==> src/rtl/vga_timing_pkg.sv <==
// vga_timing_pkg
//   Shared types and default 640x480@60 raster constants for the VGA timing
//   generator and its axis counters.
//   Contents:
//     coord_t            11-bit pixel/line coordinate
//     H_ACTIVE..V_BP     default horizontal/vertical region sizes
//     COORD_LIMIT        largest total that fits an 11-bit counter
//     h_total/v_total    sum of the four regions of an axis
package vga_timing_pkg;

    typedef logic [10:0] coord_t;

    localparam int H_ACTIVE = 640;
    localparam int H_FP     = 16;
    localparam int H_SYNC   = 96;
    localparam int H_BP     = 48;

    localparam int V_ACTIVE = 480;
    localparam int V_FP     = 10;
    localparam int V_SYNC   = 2;
    localparam int V_BP     = 33;

    localparam int COORD_LIMIT = 2048;

    function automatic int h_total(input int active, input int fp, input int sync, input int bp);
        return active + fp + sync + bp;
    endfunction

    function automatic int v_total(input int active, input int fp, input int sync, input int bp);
        return active + fp + sync + bp;
    endfunction

endpackage

==> src/rtl/vga_timing_gen_axis.sv <==
// vga_axis_counter
//   One raster axis: a wrap counter plus combinational decode of the sync
//   window and the active window from the current count.
//   Ports:
//     clk, reset   clock, asynchronous active-high reset
//     advance      step the counter this edge
//     cnt          current count, 0..TOTAL-1
//     wrap         advance is high and cnt is at TOTAL-1 (counter returns to 0)
//     sync         POL inside [ACTIVE+FP, ACTIVE+FP+SYNC), else ~POL
//     active       cnt < ACTIVE
module vga_axis_counter
    import vga_timing_pkg::*;
#(
    parameter int   ACTIVE = 640,
    parameter int   FP     = 16,
    parameter int   SYNC   = 96,
    parameter int   BP     = 48,
    parameter logic POL    = 1'b0
) (
    input  logic   clk,
    input  logic   reset,
    input  logic   advance,
    output coord_t cnt,
    output logic   wrap,
    output logic   sync,
    output logic   active
);

    localparam int TOTAL      = ACTIVE + FP + SYNC + BP;
    localparam int SYNC_START = ACTIVE + FP;
    localparam int SYNC_END   = SYNC_START + SYNC;

    logic at_end;

    // Compare in 32 bits so a bound of exactly 2048 cannot alias to 0.
    assign at_end = (32'(cnt) == TOTAL - 1);
    assign wrap   = advance && at_end;
    assign active = (32'(cnt) < ACTIVE);
    assign sync   = ((32'(cnt) >= SYNC_START) && (32'(cnt) < SYNC_END)) ? POL : ~POL;

    always_ff @(posedge clk or posedge reset) begin
        if (reset) begin
            cnt <= '0;
        end else if (advance) begin
            cnt <= at_end ? '0 : cnt + 1'b1;
        end
    end

endmodule

==> src/rtl/vga_timing_gen.sv <==
// vga_timing_gen
//   Raster-scan timing master for the VGA pipeline. Each clkEn-qualified edge
//   registers the outputs from the current (hCnt,vCnt) and then advances the
//   scan, so outputs trail the counters by one enabled clock.
//   Ports:
//     clk, reset     clock, asynchronous active-high reset
//     clkEn          pixel enable; the scan only moves when high
//     pixelX/pixelY  presented coordinate
//     hsync/vsync    sync outputs, active level HSYNC_POL/VSYNC_POL
//     blankN         1 inside the visible area
//     startOfFrame   one-clk pulse when (0,0) is presented
//     endOfFrame     one-clk pulse when the last pixel of the frame is presented
//   Build option VGA_SYNC_DELAY_EN: hsync/vsync/blankN get one extra enabled
//   register stage so they line up with registered object-block RGB.
module vga_timing_gen
    import vga_timing_pkg::*;
#(
    parameter int   H_ACTIVE  = vga_timing_pkg::H_ACTIVE,
    parameter int   H_FP      = vga_timing_pkg::H_FP,
    parameter int   H_SYNC    = vga_timing_pkg::H_SYNC,
    parameter int   H_BP      = vga_timing_pkg::H_BP,
    parameter int   V_ACTIVE  = vga_timing_pkg::V_ACTIVE,
    parameter int   V_FP      = vga_timing_pkg::V_FP,
    parameter int   V_SYNC    = vga_timing_pkg::V_SYNC,
    parameter int   V_BP      = vga_timing_pkg::V_BP,
    parameter logic HSYNC_POL = 1'b0,
    parameter logic VSYNC_POL = 1'b0
) (
    input  logic   clk,
    input  logic   reset,
    input  logic   clkEn,
    output coord_t pixelX,
    output coord_t pixelY,
    output logic   hsync,
    output logic   vsync,
    output logic   blankN,
    output logic   startOfFrame,
    output logic   endOfFrame
);

    localparam int H_TOTAL = h_total(H_ACTIVE, H_FP, H_SYNC, H_BP);
    localparam int V_TOTAL = v_total(V_ACTIVE, V_FP, V_SYNC, V_BP);

    if (H_TOTAL > COORD_LIMIT || V_TOTAL > COORD_LIMIT) begin : g_size_check
        $error("vga_timing_gen: H_TOTAL/V_TOTAL exceed 11-bit counter range");
    end

    coord_t h_cnt, v_cnt;
    logic   h_wrap, v_wrap;
    logic   h_sync, v_sync;
    logic   h_act, v_act;

    vga_axis_counter #(
        .ACTIVE (H_ACTIVE), .FP(H_FP), .SYNC(H_SYNC), .BP(H_BP), .POL(HSYNC_POL)
    ) u_h (
        .clk    (clk),
        .reset  (reset),
        .advance(clkEn),
        .cnt    (h_cnt),
        .wrap   (h_wrap),
        .sync   (h_sync),
        .active (h_act)
    );

    // The line counter steps only when the pixel counter wraps, so its wrap
    // marks the last pixel of the frame.
    vga_axis_counter #(
        .ACTIVE (V_ACTIVE), .FP(V_FP), .SYNC(V_SYNC), .BP(V_BP), .POL(VSYNC_POL)
    ) u_v (
        .clk    (clk),
        .reset  (reset),
        .advance(h_wrap),
        .cnt    (v_cnt),
        .wrap   (v_wrap),
        .sync   (v_sync),
        .active (v_act)
    );

    logic hs_r, vs_r, blank_r;

    always_ff @(posedge clk or posedge reset) begin
        if (reset) begin
            pixelX       <= '0;
            pixelY       <= '0;
            hs_r         <= ~HSYNC_POL;
            vs_r         <= ~VSYNC_POL;
            blank_r      <= 1'b0;
            startOfFrame <= 1'b0;
            endOfFrame   <= 1'b0;
        end else begin
            // Pulses drop on any edge that does not re-assert them, which
            // keeps them one clk wide even with a divided pixel enable.
            startOfFrame <= 1'b0;
            endOfFrame   <= 1'b0;
            if (clkEn) begin
                pixelX       <= h_cnt;
                pixelY       <= v_cnt;
                hs_r         <= h_sync;
                vs_r         <= v_sync;
                blank_r      <= h_act && v_act;
                startOfFrame <= (h_cnt == '0) && (v_cnt == '0);
                endOfFrame   <= v_wrap;
            end
        end
    end

`ifdef VGA_SYNC_DELAY_EN
    logic hs_d, vs_d, blank_d;

    always_ff @(posedge clk or posedge reset) begin
        if (reset) begin
            hs_d    <= ~HSYNC_POL;
            vs_d    <= ~VSYNC_POL;
            blank_d <= 1'b0;
        end else if (clkEn) begin
            hs_d    <= hs_r;
            vs_d    <= vs_r;
            blank_d <= blank_r;
        end
    end

    assign hsync  = hs_d;
    assign vsync  = vs_d;
    assign blankN = blank_d;
`else
    assign hsync  = hs_r;
    assign vsync  = vs_r;
    assign blankN = blank_r;
`endif

endmodule

==> config.mk <==
export PLATFORM = sky130hd
export DESIGN_NAME = vga_timing_gen
export DESIGN_NICKNAME = d
export VERILOG_FILES = /design/src/rtl/vga_timing_pkg.sv /design/src/rtl/vga_timing_gen_axis.sv /design/src/rtl/vga_timing_gen.sv
export SDC_FILE = /design/constraint.sdc
export NUM_CORES = 1
export LEC_CHECK = 0
export CAP_MARGIN = 20
export CORE_MARGIN = 2
export CORE_UTILIZATION = 29
export DETAILED_ROUTE_END_ITERATION = 10
export DONT_BUFFER_PORTS = 1
export GPL_ROUTABILITY_DRIVEN = 0
export PLACE_DENSITY = 0.49
export SLEW_MARGIN = 10
export SYNTH_ARGS = -nofsm -noshare
export SYNTH_HDL_FRONTEND = slang
export SYNTH_HIERARCHICAL = 1
export SYNTH_SLANG_ARGS = --single-unit
export TNS_END_PERCENT = 1
==> constraint.sdc <==
create_clock -name clk -period 6.1 [get_ports clk]
set_input_delay 0.305 -clock clk [delete_from_list [all_inputs] [get_ports clk]]
set_output_delay 0.305 -clock clk [all_outputs]
set_load 0.05 [all_outputs]
=== Word-level counts from Yosys, hierarchy flattened ===
Index checks and enable logic that the tools add are counted.

* Output and inout bits: 27
* Input port bits: 3
* Register bits after elaboration: 49

* Eq/ne operators: 2
* Magnitude comparators: 6
* Muxes and demuxes: 6
* Reductions and logical operators: 8
* Add/subtract/negate cells: 2

{| class="wikitable"
|+ Operators by type and width
! cell !! count
|-
| $add A11 B1 Y11 const B || 2
|-
| $eq A11 B10 Y1 const B || 2
|-
| $logic_not A11 Y1 || 2
|-
| $lt A11 B10 Y1 const B || 2
|-
| $lt A11 B9 Y1 const B || 2
|-
| $mux W11 || 2
|-
| $ge A11 B10 Y1 const B || 1
|-
| $ge A11 B9 Y1 const B || 1
|-
| $logic_and A1 B1 Y1 || 6
|-
| $mux W1 || 4
|}

=== Depth between registers and ports, before layout ===
* Word-level depth: 4
* Gate-level depth with buffers: 8

=== Cells and area by module ===
The synthesis kept the hierarchy.

{| class="wikitable"
|+ Modules (own cells, without submodules)
! module !! area each (sq um) !! cells an instance !! times used !! seq. area each (sq um)
|-
| vga_timing_gen || 1128.6 || 68 || 1 || 678.2
|-
| vga_axis_counter at u_h || 620.6 || 61 || 1 || 275.3
|-
| vga_axis_counter at u_v || 608.1 || 59 || 1 || 275.3
|}

=== Worst setup path before layout ===
OpenSTA, ideal clock, no wires.

* Kind: register to register
* Start: register u_h.cnt[6]
* End: register u_v.cnt[9]
* Library setup time: 0.073 ns
* Arrival: 2.247 ns
* Cell stages (with the launch flop): 9
* Data required time: 6.027 ns
* Path slack: 3.780 ns
* Buffers on the path: 2
* Path through: dfrtp_1 buf_4 nor4b_1 and4_1 and2_1 buf_2 nand3_2 or4_4 a21oi_2

* Word-level cells in the longest chain between the ends: 2

{| class="wikitable"
|+ Ends and longest elaborated chain
! what !! RTL line !! RTL
|-
| from (decl) || vga_timing_gen_axis.sv:23 || <nowiki>output coord_t cnt,</nowiki>
|-
| from (signal assigned) || vga_timing_gen_axis.sv:45 || <nowiki>cnt <= at_end ? '0 : cnt + 1'b1;</nowiki>
|-
| $eq A11 B10 Y1 || vga_timing_gen_axis.sv:36 || <nowiki>assign at_end = (32'(cnt) == TOTAL - 1);</nowiki>
|-
| $logic_and A1 B1 Y1 || vga_timing_gen_axis.sv:37 || <nowiki>assign wrap = advance && at_end;</nowiki>
|-
| named net h_wrap || vga_timing_gen.sv:49 || <nowiki>logic h_wrap, v_wrap;</nowiki>
|-
| to (signal assigned) || vga_timing_gen_axis.sv:45 ||
|-
| to (decl) || vga_timing_gen_axis.sv:23 ||
|}

The timed path passes the listed nets, and every way through them passes these cells.
A chain may end at the register's enable or synchronous reset.

=== Worst setup path after layout ===
* Start: register u_h.cnt[0]
* End: register u_v.cnt[9]

The elaborated chain is that of the path after synthesis.

==> summary.md <==
| Metric | Value |
|---|---|
| Final Skew | `0.00638 ns` |
| Initial antenna violation count | `0` |
| H-tree lvl count | `2` |
| Root buf cell | `clkbuf_8` |
| CP Data Required Time | `6.34 ns` |
| Total CTS buffers | `5` |
| Fin. Hold Viols | `0` |
| Chip Height | `94.2 um` |
| CP Launch Type | `flip-flop` |
| Post-CTS sizing | `0` |
| Mux contribution to synthesized area | `0.150` |
| Mean area per synthesized cell | `12.5 sq um` |
| Hold WS | `0.144 ns` |
| Sequence of cells on the critical path | `ha_1, and4_1, and4_1, and2_1, nand3_2, or4_4, a21oi_2` |
| Sequential power share | `0.614` |
| Setup CP Type | `flip-flop to flip-flop` |
| Dominant synthesized flop cell | `dfrtp_1` |
| Worst Tran Pin Value | `0.504 ns` |
| Compound-Gate Fraction of Synth Area | `0.0504` |
| Max-cap violations | `0` |
| Min Tclk post-route | `2.67 ns` |
| Worst Path Max Fanout | `7` |
| Largest net degree at the start of global routing | `35` |
| Final net count | `197` |
| Post-Route Setup TNS | `0 ns` |
| Crit-path slowest cell | `or4_4` |
| Sw Pwr | `310 uW` |
| First-pass iteration count of the detailed router | `4` |
| XOR/XNOR share of the synthesized area | `0.0520` |
| Core Rows | `32` |
| Die area | `0.00887 sq mm` |
| # diodes | `0` |
| DR vias/cell | `4.91` |
| Hold Buf Count CTS | `1` |
| Share of layout cells above drive strength 1 | `0.240` |
| Post-Route WL | `4860 um` |
| Slew Limit Fails | `0` |
| Cell Area, Placed | `0.00244 sq mm` |
| Layout Utilization | `0.327` |
| Syn Std Cell Area | `0.00236 sq mm` |
| Clock Path Buffers | `2` |
| Vias in the first global route | `1465` |
| Leak | `1.16 nW` |
| Setup violations, final | `0` |
| Synth cell types | `43` |
| TritonCTS Sinks | `49` |
| Worst Hold Class | `input pin to flip-flop` |
| Crit path capture type | `flip-flop` |
| Yosys reg bits | `49` |
| DR WL/cell | `16.5 um` |
| Worst IR Drop VDD | `0.111 mV` |
| DP Wirelength | `3330 um` |
| DR vias | `1445` |
| PwrDens | `332 mW/mm^2` |
| Initial Utilization | `0.302` |
| Clk_lat worst skew | `0.30 ns` |
| Overflow after GRT | `0` |
| Internal power | `538 uW` |
| Area delta synth->final | `8.28%` |
| Reg clk slew, reported paths | `0.09 ns` |
| Clock power share | `0.248` |
| DRT iter0 DRCs | `97` |
| Delay of the slowest critical-path stage | `0.55 ns` |
| Adder-cell share of the synthesized area | `0.0159` |
| Slew HR | `0.664` |
| Final worst path period share | `0.437` |
| Post-Syn Nets | `194` |
| Remaining DRCs | `0` |
| Total global routing track utilization | `0.120` |
| Combinational family with the most area after synthesis | `simple AND/OR/NAND/NOR gates` |
| Global-route wire length before repair | `8020 um` |
| DRT antenna net count | `0` |
| Post-synth ARST share | `1.00` |
| EDFF count, synth | `0` |
| WP data arrival | `2.90 ns` |
| Max Clock Freq | `375 MHz` |
| Gate power share | `0.138` |
| Status | `complete, no violations` |
| CTS tree | `done` |
| Die X | `94.2 um` |
| Simple-gate share of the synthesized area | `0.174` |
| Synthesis Warnings | `6` |
| RSZ-0062 raised after global routing | `no` |
| Sw Share | `0.366` |
| Mapped Cells | `188` |
| Register area share after synthesis | `0.521` |
| Core Region | `0.00781 sq mm` |
| Most Frequent Cell on Critical Path | `and4_1` |
| IO buf count | `0` |
| I/O Pins | `30` |
| Post-CTS setup repair buffer count | `0` |
| Design area | `0.00255 sq mm` |
==> critical path: cells and delay by family, from the launching register on <==
family          cells  cell delay (ns)
compound gates      1             0.14
fa+ha+maj           1             0.24
flops               1             0.48
simple gates        5             1.73
==> final timing paths <==
check / slack [ns] / from / cells past startpoint / end
setup / recovery: 3.43 / u_h/cnt[0] / 7 / u_v/cnt[9]
hold / removal: 0.14 / clkEn / 1 / blankN
setup reg to reg: 3.43 / u_h/cnt[0] / 7 / u_v/cnt[9]
hold reg to reg: 0.57 / u_v/cnt[8] / 1 / u_v/cnt[8]
max in group asynchronous: 4.90 / reset / 3 / vsync
min in group asynchronous: 0.48 / reset / 2 / u_h/cnt[10]
==> cell usage after synthesis (5+ instances only) <==
cell type   n  share of area
a21oi_1     5          0.011
dfrtp_1    47           0.50
inv_1       9          0.014
mux2_2      7          0.033
mux2_4     17           0.11
nand2_1    11          0.018
nand3_1     6          0.013
nand4_1     5          0.013
nor2_1      9          0.014
nor3_1      5          0.011
nor4_1      5          0.013
o21ai_0     5          0.011
xnor2_1     5          0.019
xor2_1      9          0.033
==> final cells by class <==
type,count,area (sq um)
inverter,9,33.8
sequential,49,1230
tap,102,128
fill,777,5260
clock inverter,1,5.00
multi-input combinational,124,1040
clock buffer,7,96.3
timing repair buffer,2,17.5
==> per-stage QoR <==
| step | total power, mW | worst slack [ns] | instances |
|---|---|---|---|
| global route | 0.900 | 3.26 | 294 |
| floorplan | 0.615 | 3.78 | 188 |
| finish | 0.848 | 3.43 | 294 |
| CTS | 0.860 | 3.46 | 294 |
| global placement | 0.646 | 3.62 | 285 |
| detailed placement | 0.645 | 3.51 | 285 |
==> cells by family after synthesis <==
kind of cell | after synthesis
AOI/OAI and AO/OA | 18
xor gates and xnor gates | 14
adders and majority gates | 3
buffers and inverters | 15
DFF | 49
muxes | 26
and+or+nand+nor | 63
==> layer usage <==
layer  wire length, um  vias up  global-route usage
met5                 0        -                   0
met1              2480      714               0.176
li1                  -      687                   -
met4                89        0              0.0507
met2              1970       36               0.161
met3               313        8              0.0353
==> power by group through the flow <==
stage	registers, mW	logic, mW	clock network, mW
after detailed placement	0.528	0.117	0
final	0.520	0.117	0.210
after floorplan	0.497	0.118	0
after CTS	0.521	0.118	0.220
after global routing	0.531	0.129	0.240
after global placement	0.527	0.119	0
==> sequential cells by signal (all words and copies together) (netlist names) <==
name	cells
endOfFrame	1
hsync	1
blankN	1
u_h/cnt	11
startOfFrame	1
vsync	1
pixelX	11
pixelY	11
u_v/cnt	11
==> cells in the final DEF (no fill, tap or decap), drive strengths merged, types with 3 or more instances in the layout <==
cell type	count
a21oi	6
clkbuf	7
dfrtp	47
ha	3
inv	9
mux2	24
nand2	11
nand3	7
nand4	6
nor2	9
nor3	6
nor4	5
nor4b	3
o21ai	5
or4	5
xnor2	5
xor2	9
(Power assumes the default switching activity.)
